$ cat src/rtl/mem_port_arbiter.sv
`default_nettype none
// ============================================================================
// Module   : mem_port_arbiter
// Purpose  : Shares one memory_controller channel between the CPU fetch port
//            (read-only) and the load/store port (read/write with byte mask).
//            Requests are serialised onto a single rw_flag/busy/done
//            handshake. Read data goes back to the granted port, and fetches
//            cancelled by a pipeline flush are dropped.
// Ports    : clk, rst_n                   clock, async active-low reset
//            if_req_i/if_addr_i           fetch request (level) and address
//            if_flush_i                   cancel outstanding fetch (pulse)
//            if_rdata_o/if_done_o         fetch data + one-cycle completion
//            ls_req_i/ls_we_i/ls_addr_i   load/store request, direction, addr
//            ls_wdata_i/ls_mask_i         store data and byte mask
//            ls_rdata_o/ls_done_o         load data + one-cycle completion
//            mem_rw_flag_o                01 read, 10 write, 00 idle
//            mem_addr_o/mem_w_data_o      request fields to the controller
//            mem_w_mask_o                 byte mask to the controller
//            mem_r_data_i/mem_busy_i      controller read data / back-pressure
//            mem_done_i                   controller completion pulse
// Revision : 1.0 - initial release
// ============================================================================
module mem_port_arbiter #(
    parameter int ADDR_W     = 32,
    parameter int DATA_W     = 32,
    parameter int STREAK_MAX = 4
) (
    input  logic              clk,
    input  logic              rst_n,
    input  logic              if_req_i,
    input  logic [ADDR_W-1:0] if_addr_i,
    input  logic              if_flush_i,
    output logic [DATA_W-1:0] if_rdata_o,
    output logic              if_done_o,
    input  logic              ls_req_i,
    input  logic              ls_we_i,
    input  logic [ADDR_W-1:0] ls_addr_i,
    input  logic [DATA_W-1:0] ls_wdata_i,
    input  logic [3:0]        ls_mask_i,
    output logic [DATA_W-1:0] ls_rdata_o,
    output logic              ls_done_o,
    output logic [1:0]        mem_rw_flag_o,
    output logic [ADDR_W-1:0] mem_addr_o,
    output logic [DATA_W-1:0] mem_w_data_o,
    output logic [3:0]        mem_w_mask_o,
    input  logic [DATA_W-1:0] mem_r_data_i,
    input  logic              mem_busy_i,
    input  logic              mem_done_i
);

    localparam int                    c_STREAK_W   = $clog2(STREAK_MAX + 1);
    localparam logic [c_STREAK_W-1:0] c_STREAK_MAX = c_STREAK_W'(STREAK_MAX);
    localparam logic [1:0]            c_RW_IDLE    = 2'b00;
    localparam logic [1:0]            c_RW_READ    = 2'b01;
    localparam logic [1:0]            c_RW_WRITE   = 2'b10;

    typedef enum logic [1:0] {
        S_IDLE  = 2'd0,
        S_ISSUE = 2'd1,
        S_WAIT  = 2'd2
    } state_t;

    state_t                r_state;
    state_t                w_state_next;
    logic                  r_grant_ls;   // 1: load/store owns the channel
    logic                  r_is_write;   // granted transaction is a store
    logic                  r_discard;    // fetch flushed after acceptance
    logic [c_STREAK_W-1:0] r_streak;     // load/store grants while fetch waits

    logic w_if_elig;
    logic w_ls_elig;
    logic w_pick_ls;
    logic w_grant;
    logic w_accept;
    logic w_withdraw;
    logic w_complete;

    // A port whose done pulse is out this cycle is still seeing its own
    // completion and may not have dropped req yet, so it sits this cycle out.
    always_comb begin
        w_if_elig    = if_req_i & ~if_done_o;
        w_ls_elig    = ls_req_i & ~ls_done_o;
        w_pick_ls    = w_ls_elig & ~(w_if_elig & (r_streak == c_STREAK_MAX));
        w_grant      = 1'b0;
        w_accept     = 1'b0;
        w_withdraw   = 1'b0;
        w_complete   = 1'b0;
        w_state_next = r_state;
        case (r_state)
            S_IDLE: begin
                if (w_if_elig | w_ls_elig) begin
                    w_grant      = 1'b1;
                    w_state_next = S_ISSUE;
                end
            end
            S_ISSUE: begin
                // Acceptance wins over a same-cycle flush: the controller has
                // taken the request, so it must be drained and discarded.
                if (!mem_busy_i) begin
                    w_accept     = 1'b1;
                    w_state_next = S_WAIT;
                end else if (!r_grant_ls && if_flush_i) begin
                    w_withdraw   = 1'b1;
                    w_state_next = S_IDLE;
                end
            end
            S_WAIT: begin
                if (mem_done_i) begin
                    w_complete   = 1'b1;
                    w_state_next = S_IDLE;
                end
            end
            default: w_state_next = S_IDLE;
        endcase
    end

    always_ff @(posedge clk or negedge rst_n) begin
        if (!rst_n) begin
            r_state <= S_IDLE;
        end else begin
            r_state <= w_state_next;
        end
    end

    always_ff @(posedge clk or negedge rst_n) begin
        if (!rst_n) begin
            r_grant_ls    <= 1'b0;
            r_is_write    <= 1'b0;
            r_discard     <= 1'b0;
            r_streak      <= '0;
            mem_rw_flag_o <= c_RW_IDLE;
            mem_addr_o    <= '0;
            mem_w_data_o  <= '0;
            mem_w_mask_o  <= '0;
            if_rdata_o    <= '0;
            if_done_o     <= 1'b0;
            ls_rdata_o    <= '0;
            ls_done_o     <= 1'b0;
        end else begin
            if_done_o <= 1'b0;
            ls_done_o <= 1'b0;

            if (w_grant) begin
                r_grant_ls <= w_pick_ls;
                if (w_pick_ls) begin
                    r_is_write    <= ls_we_i;
                    mem_rw_flag_o <= ls_we_i ? c_RW_WRITE : c_RW_READ;
                    mem_addr_o    <= ls_addr_i;
                    mem_w_data_o  <= ls_wdata_i;
                    mem_w_mask_o  <= ls_mask_i;
                    if (w_if_elig) begin
                        if (r_streak != c_STREAK_MAX) begin
                            r_streak <= r_streak + 1'b1;
                        end
                    end else begin
                        r_streak <= '0;
                    end
                end else begin
                    r_is_write    <= 1'b0;
                    mem_rw_flag_o <= c_RW_READ;
                    mem_addr_o    <= if_addr_i;
                    mem_w_data_o  <= '0;
                    mem_w_mask_o  <= '0;
                    r_streak      <= '0;
                end
            end

            if (w_accept || w_withdraw) begin
                mem_rw_flag_o <= c_RW_IDLE;
            end

            if (w_accept) begin
                r_discard <= ~r_grant_ls & if_flush_i;
            end

            if (r_state == S_WAIT && !r_grant_ls && if_flush_i) begin
                r_discard <= 1'b1;
            end

            if (w_complete) begin
                r_discard <= 1'b0;
                if (r_grant_ls) begin
                    ls_done_o <= 1'b1;
                    // Store completions leave the last load data in place.
                    if (!r_is_write) begin
                        ls_rdata_o <= mem_r_data_i;
                    end
                end else if (!r_discard && !if_flush_i) begin
                    if_done_o  <= 1'b1;
                    if_rdata_o <= mem_r_data_i;
                end
            end
        end
    end

endmodule
`default_nettype wire

$ cat config.mk
export PLATFORM = sky130hd
export DESIGN_NAME = mem_port_arbiter
export DESIGN_NICKNAME = d
export VERILOG_FILES = /design/src/rtl/mem_port_arbiter.sv
export SDC_FILE = /design/constraint.sdc
export NUM_CORES = 1
export LEC_CHECK = 0
export ABC_CLOCK_PERIOD_IN_PS = 2500
export CAP_MARGIN = 20
export CORE_ASPECT_RATIO = 0.7
export CORE_UTILIZATION = 44
export DETAILED_ROUTE_END_ITERATION = 8
export PLACE_DENSITY = 0.87
export SLEW_MARGIN = 10
export SYNTH_ARGS = -nofsm -noshare
export SYNTH_HDL_FRONTEND = slang
export SYNTH_SLANG_ARGS = --single-unit
export TNS_END_PERCENT = 5
$ cat constraint.sdc
create_clock -name clk -period 2.5 [get_ports clk]
set_input_delay 0.625 -clock clk [delete_from_list [all_inputs] [get_ports clk]]
set_output_delay 0.625 -clock clk [all_outputs]
set_load 0.05 [all_outputs]
-- Word-level counts from Yosys, hierarchy flattened
Index checks and enable logic that the tools add are counted.
- bits in registers: 144
- equal/unequal tests: 8
- add/sub/neg operators: 1
- mux-type cells: 33
- bitwise operators: 11
- reductions and logical operators: 15
- operators by type and width (kind ; number):
    $mux 32 ; 2
    $mux 1 ; 18
    $mux 2 ; 8
    $mux 3 ; 3
    $reduce_and 3->1 ; 3
    $ne 3x3->1 const B ; 2
    $pmux 2 s3 ; 1
    $and 1x1->1 ; 5
    $not 1->1 ; 5
    $logic_and 1x1->1 ; 4
    $mux 4 ; 1
    $ne 2x2->1 const B ; 2
    $add 3x1->3 const B ; 1
    $eq 3x3->1 const B ; 1
    $logic_not 1->1 ; 3
    $ne 3x2->1 const B ; 1
    $reduce_bool 3->1 ; 1
    $eq 2x1->1 const B ; 1
    $eq 2x2->1 const B ; 1
    $logic_not 2->1 ; 1
    $reduce_and 2->1 ; 1
    $reduce_bool 2->1 ; 1
    $logic_or 1x1->1 ; 1
    $or 1x1->1 ; 1

-- Logic depth before layout (Yosys ltp)
Gate-level depths: netlist of run 1.
- depth in word-level cells: 8
- depth in mapped cells: 8

-- Worst setup path before layout of run 1
OpenSTA, ideal clock, no wires.
- path type: reg2reg
- start point: register ls_done_o
- end point: register mem_addr_o[10]
- path slack: 0.727 ns
- buffers on the path: 2
- arrival time: 1.695 ns
- data required time: 2.423 ns
- setup time: 0.077 ns
- cell stages (with the launch flop): 7
- cells stage by stage: dfrtp_1 and2b_1 o21ai_2 buf_4 buf_2 a21oi_1 a21oi_1
- longest elaborated chain between the ends: 5
- RTL lines (what ; line ; source):
    start: declaration ; 41 ; output logic ls_done_o,
    start signal: assignment ; 138 ; ls_done_o <= 1'b0;
    start signal: assignment ; 141 ; ls_done_o <= 1'b0;
    start signal: assignment ; 183 ; ls_done_o <= 1'b1;
    $not 1->1 (*) ; 82 ; w_ls_elig = ls_req_i & ~ls_done_o;
    $and 1x1->1 (*) ; 82 ;
    $or 1x1->1 ; 91 ; if (w_if_elig | w_ls_elig) begin
    $mux 1 ; 91 ;
    $mux 1 ; 89 ; case (r_state)
    end signal: assignment ; 148 ; mem_addr_o <= ls_addr_i;
    end signal: assignment ; 161 ; mem_addr_o <= if_addr_i;
    end: declaration ; 43 ; output logic [ADDR_W-1:0] mem_addr_o,
Mark *: on every way between the ends. The rest lies on a longest branch, timed or not.
A chain may end at the register's enable or synchronous reset.

-- Final worst setup path of run 1
- start point: register mem_w_data_o[12]
- end point: output mem_w_data_o[12]
- RTL lines (what ; line ; source):
    start: declaration ; 44 ; output logic [DATA_W-1:0] mem_w_data_o,
    start signal: assignment ; 149 ; mem_w_data_o <= ls_wdata_i;
No word-level cell between the ends.

==> reports/qor.yml, run 1 <==
hold_buffers: 0
design.core.area_sq_um: 12510
clk_pin_slew_worst_paths_ns: 0.06
cts_tree: "done"
crit_buf_inv: 1
post-cts-setup-buffers: 0
critPathSlowestCell: "clkdlybuf4s50_1"
netlist_area_sq_um: 5700
synth.ff_latch_count: 144
hold_viol: 0
placed_cell_area_sq_um: 8658
grt_pass1_vias: 4790
io_buffers: 275
nFillCells: 815
cp.required_ns: 1.88
synth_top_area_frac: 0.6321
grt_setup_unrepaired: "false"
cts.sinks: 144
drt-vias-per-instance: 5.137
design_area_sq_um: 9301
worst_pin_slew_ns: 0.7983
p_leak_nw: 4.072
yosysUniqueCellTypes: 33
crit_path_end_kind: "primary output"
setup_viol: 0
drtIter0Drc: 145
critPathArrivalTime_ns: 1.62
report.final.slew_viol_count: 0
period_share: 0.8977
root_buffer: "clkbuf_16"
path_cells: "clkdlybuf4s50_1"
io_pins: 276
post_cts_resized: 0
startpoint_type: "flip-flop"
clk_path_buf_depth: 2
grtUsageTotal: 0.2374
yosys-top-cells-area: "dfrtp_1, mux2_2, a21oi_1"
drc: 0
cts_inserted_buffers: 17
design.die.area_sq_um: 13420
yosys_warnings: 0
start_util: 0.4558
ir_drop_mv: 1.006
dp_hpwl_um: 10950
antenna_found_initial: 0
synthFlopType: "dfrtp_1"
synthToLayoutAreaGrowth_pct: 63.17
final_common_cell: "clkdlybuf4s50_1"
cp_slowest_stage_delay_ns: 0.85
grt_max_degree: 59
synthCells: 447
grt_overflow: 0
num_vias: 4618
status: "completed"
cap_viol_max_count: 0
layout_common_cells: "clkdlybuf4s50_1, dfrtp_1, a21oi_1"
fin_nets: 866
crit_type: "flip-flop to primary output"
num_rows: 34
synth_area_leader_cell: "dfrtp_1"
drive_above_1_share: 0.1289
grt_pass1_wl_um: 25170
cp_max_fo: 2
wl_per_cell_um: 17.05
wl_um: 15330
slew_headroom: 0.4666
clk_latency_ns: 0.40
synthArstFlopShare: 1.000
min_path_type: "input pin to async pin"
h-tree-depth: 4
timing.fmax_mhz: 445.6
tns_ns: 0
syn_area_per_cell_sq_um: 12.75
syn-num-nets: 589
gp_congestion: 0.8593
antenna_left: 0
n_antenna_cell: 0
ys_seq_area_frac: 0.6321
synth_edf_count: 0
crit_family: "buffers and inverters"
dr.pass1.iters: 4
die_w_um: 138.0
die_y_um: 97.23
layout_min_cycle_time_ns: 2.244
skew_ns: 0.009862
powerDensity_nw_per_um2: 1571
-- worst paths after layout --
path                                   from          endpoint  slack, ns  cells past startpoint
max reg2reg                      r_state[1]  mem_w_data_o[12]       0.60                      4
min in group clk                 r_is_write        r_is_write       0.48                      2
max                        mem_w_data_o[12]  mem_w_data_o[12]       0.26                      1
max in group asynchronous             rst_n    mem_addr_o[18]       1.67                      2
min                                   rst_n    if_rdata_o[19]       0.18                      1
min reg2reg                      r_is_write        r_is_write       0.48                      2
-- kinds of logic after synthesis --
| family | count (synthesis) | synth area share |
|---|---|---|
| DFF | 144 | 0.6321 |
| and+or+nand+nor | 90 | 0.07024 |
| adders and majority gates | 2 | 0.004389 |
| muxes | 65 | 0.1350 |
| AOI/OAI and AO/OA | 115 | 0.1286 |
| buffers and inverters | 31 | 0.02963 |
-- flip-flops by register name, indices dropped and copies added, names as in the netlist --
name / count
if_rdata_o: 32
ls_rdata_o: 32
mem_addr_o: 32
mem_w_data_o: 32
mem_w_mask_o: 4
r_streak: 3
mem_rw_flag_o: 2
r_state: 2
if_done_o: 1
ls_done_o: 1
r_discard: 1
r_grant_ls: 1
r_is_write: 1
-- layer usage --
layer | up-vias | wire (um) | share of wire | global-route usage
met4 | 0 | 233 | 0.015 | 0.06762
li1 | 2124 | - | - | -
met3 | 23 | 1104 | 0.072 | 0.06604
met1 | 2270 | 6166 | 0.40 | 0.2883
met2 | 201 | 7823 | 0.51 | 0.4135
met5 | - | 0 | 0 | 0
-- Yosys cell counts (all sizes together) (2+ instances only) --
cell	n
nor2b	2
nand2	37
dfrtp	144
and2b	2
nand2b	4
nor3	2
nor2	36
inv	3
a21oi	66
o21ai	7
buf	18
clkbuf	10
nand3	2
ha	2
a22o	37
mux2	65
-- where the power goes --
| group | switching, W | internal (W) |
|---|---|---|
| sequential | 0.000618 | 0.00339 |
| combinational | 0.00509 | 0.00281 |
| clock | 0.000986 | 0.00171 |
| total | 0.00669 | 0.00792 |
-- layout make-up --
type	instances	area [sq um]	area share
multi-input combinational	272	1942	0.2088
clock inverter	14	203.9	0.02193
tap	162	202.7	0.02179
sequential	144	3603	0.3874
timing repair buffer	286	2899	0.3117
inverter	3	11.26	0.001211
clock buffer	18	439.2	0.04722
-- metrics by stage --
| step | power [W] | cells | worst slack [ns] | utilization | hold slack, ns |
|---|---|---|---|---|---|
| 2_1_floorplan | 0.009088 | 447 | 0.7272 | - | 0.3294 |
| 3_3_place_gp | 0.01177 | 867 | 0.06932 | 0.6923 | 0.4669 |
| 3_5_place_dp | 0.01194 | 867 | -0.03505 | 0.6923 | 0.4747 |
| 4_1_cts | 0.01472 | 899 | 0.2324 | 0.7437 | 0.1916 |
| 5_1_grt | 0.01526 | 899 | 0.1968 | 0.7437 | 0.2021 |
| 6_report | 0.01461 | 899 | 0.2557 | 0.7437 | 0.1777 |
-- worst register-to-register path, delay by kind of cell (launching register included) --
family	cells	cell delay (ns)
AOI/OAI and AO/OA	2	0.41
and+or+nand+nor	2	1.00
DFF	1	0.41
No activity file was read; power rests on OpenSTA's default activity.
==> inputs of run 2 (changes only) <==
Settings changed: ABC_CLOCK_PERIOD_IN_PS 2500 to default, CORE_UTILIZATION 44 to 35, PLACE_DENSITY 0.87 to 0.72.
==> reports/qor.yml, run 2 (synthesis gave the netlist of run 1 again) <==
status: "completed"
startpoint_type: "flip-flop"
design.die.area_sq_um: 16810  # +25%
antenna_left: 0  # unchanged
dp_hpwl_um: 11550  # +5.5%
critPathSlowestCell: "clkdlybuf4s50_1"
cts.sinks: 144  # unchanged
crit_family: "buffers and inverters"
drt-vias-per-instance: 4.918  # -4.3%
fin_nets: 865  # -0.12%
io_buffers: 275  # unchanged
setup_viol: 0  # unchanged
synthToLayoutAreaGrowth_pct: 63.72
design.core.area_sq_um: 15690  # +25%
nFillCells: 1218  # +49%
die_w_um: 154.5  # +12%
p_leak_nw: 4.056  # -0.40%
report.final.slew_viol_count: 0  # unchanged
post_cts_resized: 0  # unchanged
critPathArrivalTime_ns: 1.68  # +0.06 ns
period_share: 0.9209  # +0.02321
cts_tree: "done"
cp.required_ns: 1.88  # about the same
num_vias: 4603  # -0.32%
path_cells: "clkdlybuf4s50_1"
crit_type: "flip-flop to primary output"
gp_congestion: 0.7382  # -14%
num_rows: 38  # +12%
cp_slowest_stage_delay_ns: 0.86  # about the same
wl_per_cell_um: 17.29  # +1.4%
timing.fmax_mhz: 434.4  # -2.5%
r2r-start: "r_streak[0]"
dr.pass1.iters: 6  # +2
start_util: 0.3633  # -0.09246
tns_ns: 0  # unchanged
clk_latency_ns: 0.42  # +0.02 ns
wl_um: 16180  # +5.6%
hold_viol: 0  # unchanged
layout_common_cells: "clkdlybuf4s50_1, dfrtp_1, a21oi_1"
cap_viol_max_count: 0  # unchanged
slew_headroom: 0.6283  # +0.1617
n_antenna_cell: 0  # unchanged
skew_ns: 0.007921  # -0.001941 ns
drive_above_1_share: 0.1277  # -0.001184
placed_cell_area_sq_um: 8723  # +0.75%
post-cts-setup-buffers: 0  # unchanged
grtUsageTotal: 0.1972  # -0.04017
layout_min_cycle_time_ns: 2.302  # +0.05802 ns
h-tree-depth: 4  # unchanged
dp_slack_ns: 0.2329  # +0.2680 ns
grt_overflow: 0  # unchanged
powerDensity_nw_per_um2: 1562  # -0.56%
worst_pin_slew_ns: 0.5558  # -0.2424 ns
grt_pass1_vias: 5035  # +5.1%
cts_inserted_buffers: 17  # unchanged
drtIter0Drc: 229  # +58%
clk_pin_slew_worst_paths_ns: 0.06  # about the same
cp_max_fo: 4  # +2
grt_pass1_wl_um: 25360  # +0.77%
crit_buf_inv: 1  # unchanged
design_area_sq_um: 9333  # +0.34%
critPathLaunch: "if_done_o"
ir_drop_mv: 0.8862  # -12%
hold_buffers: 0  # unchanged
drc: 0  # unchanged
crit_path_end_kind: "primary output"
die_y_um: 108.8  # +12%
clk_path_buf_depth: 2  # unchanged
root_buffer: "clkbuf_16"
setup_slack_ns: 0.1977  # -0.05802 ns
final_common_cell: "clkdlybuf4s50_1"
io_pins: 276  # unchanged
antenna_found_initial: 0  # unchanged
min_path_type: "input pin to async pin"
grt_setup_unrepaired: "false"
grt_max_degree: 51  # -14%
[run 2: cell types whose count changed in the layout (fill, tap and decap cells not counted), sizes merged]
cell / before / now
clkinvlp: 0 / 2
buf: 12 / 11
bufinv: 4 / 3
clkbuf: 18 / 17
clkinv: 7 / 6
inv: 6 / 7
[run 2: layer usage]
metal,routed length (um),vias to the layer above,share of wire,GRT usage
met1,6533,2259,0.40,0.2263
met3,1369,23,0.085,0.06598
met4,293,0,0.018,0.09194
met2,7983,197,0.49,0.3368
li1,-,2124,-,-
met5,0,-,0,0
[run 2: final timing paths]
check                           slack, ns  depth (start not counted)        endpoint
worst max-delay path                 0.20                          1       if_done_o
worst min-delay path                 0.14                          1  ls_rdata_o[20]
worst max register to register       0.76                          7  mem_addr_o[26]
worst min register to register       0.49                          1  ls_rdata_o[20]
max in group asynchronous            1.69                          2  mem_addr_o[14]
min in group clk                     0.49                          1  ls_rdata_o[20]
[run 2: worst register-to-register path, stage by stage (launching register included)]
cell	delay, ns
dfrtp_1	0.39
inv_1	0.09
ha_1	0.20
nand4b_1	0.17
nand2_1	0.18
buf_4	0.35
nand2_1	0.14
a21oi_1	0.15
[run 2: cell type report]
type	instances	area, sq um	share of cell area
Clock inverter	15	183.9	0.01971
Clock buffer	17	425.4	0.04558
Timing Repair Buffer	285	2917	0.3125
Multi-Input combinational cell	272	1942	0.2081
Inverter	3	11.26	0.001207
Sequential cell	144	3603	0.3861
Tap cell	200	250.2	0.02681
[run 2: where the power goes]
part	switching, W	internal, W	total (W)
logic	0.00512	0.00284	0.00796
registers	0.000623	0.00339	0.00402
clock network	0.00101	0.00158	0.00260
[run 2: through the flow]
step / util / std cells / total power [W] / hold WS, ns
floorplan: - / 447 / 0.009088 / 0.3294
global placement: 0.5560 / 904 / 0.01185 / 0.4693
detailed placement: 0.5560 / 904 / 0.01203 / 0.4781
CTS: 0.5948 / 936 / 0.01470 / 0.1493
global route: 0.5948 / 936 / 0.01523 / 0.1627
finish: 0.5948 / 936 / 0.01458 / 0.1358
==> inputs of run 3 (changes only) <==
Settings changed: SLEW_MARGIN 10 to 20.
==> results of run 3 <==
The final DEF is identical to that of run 2; final timing and power are the same.
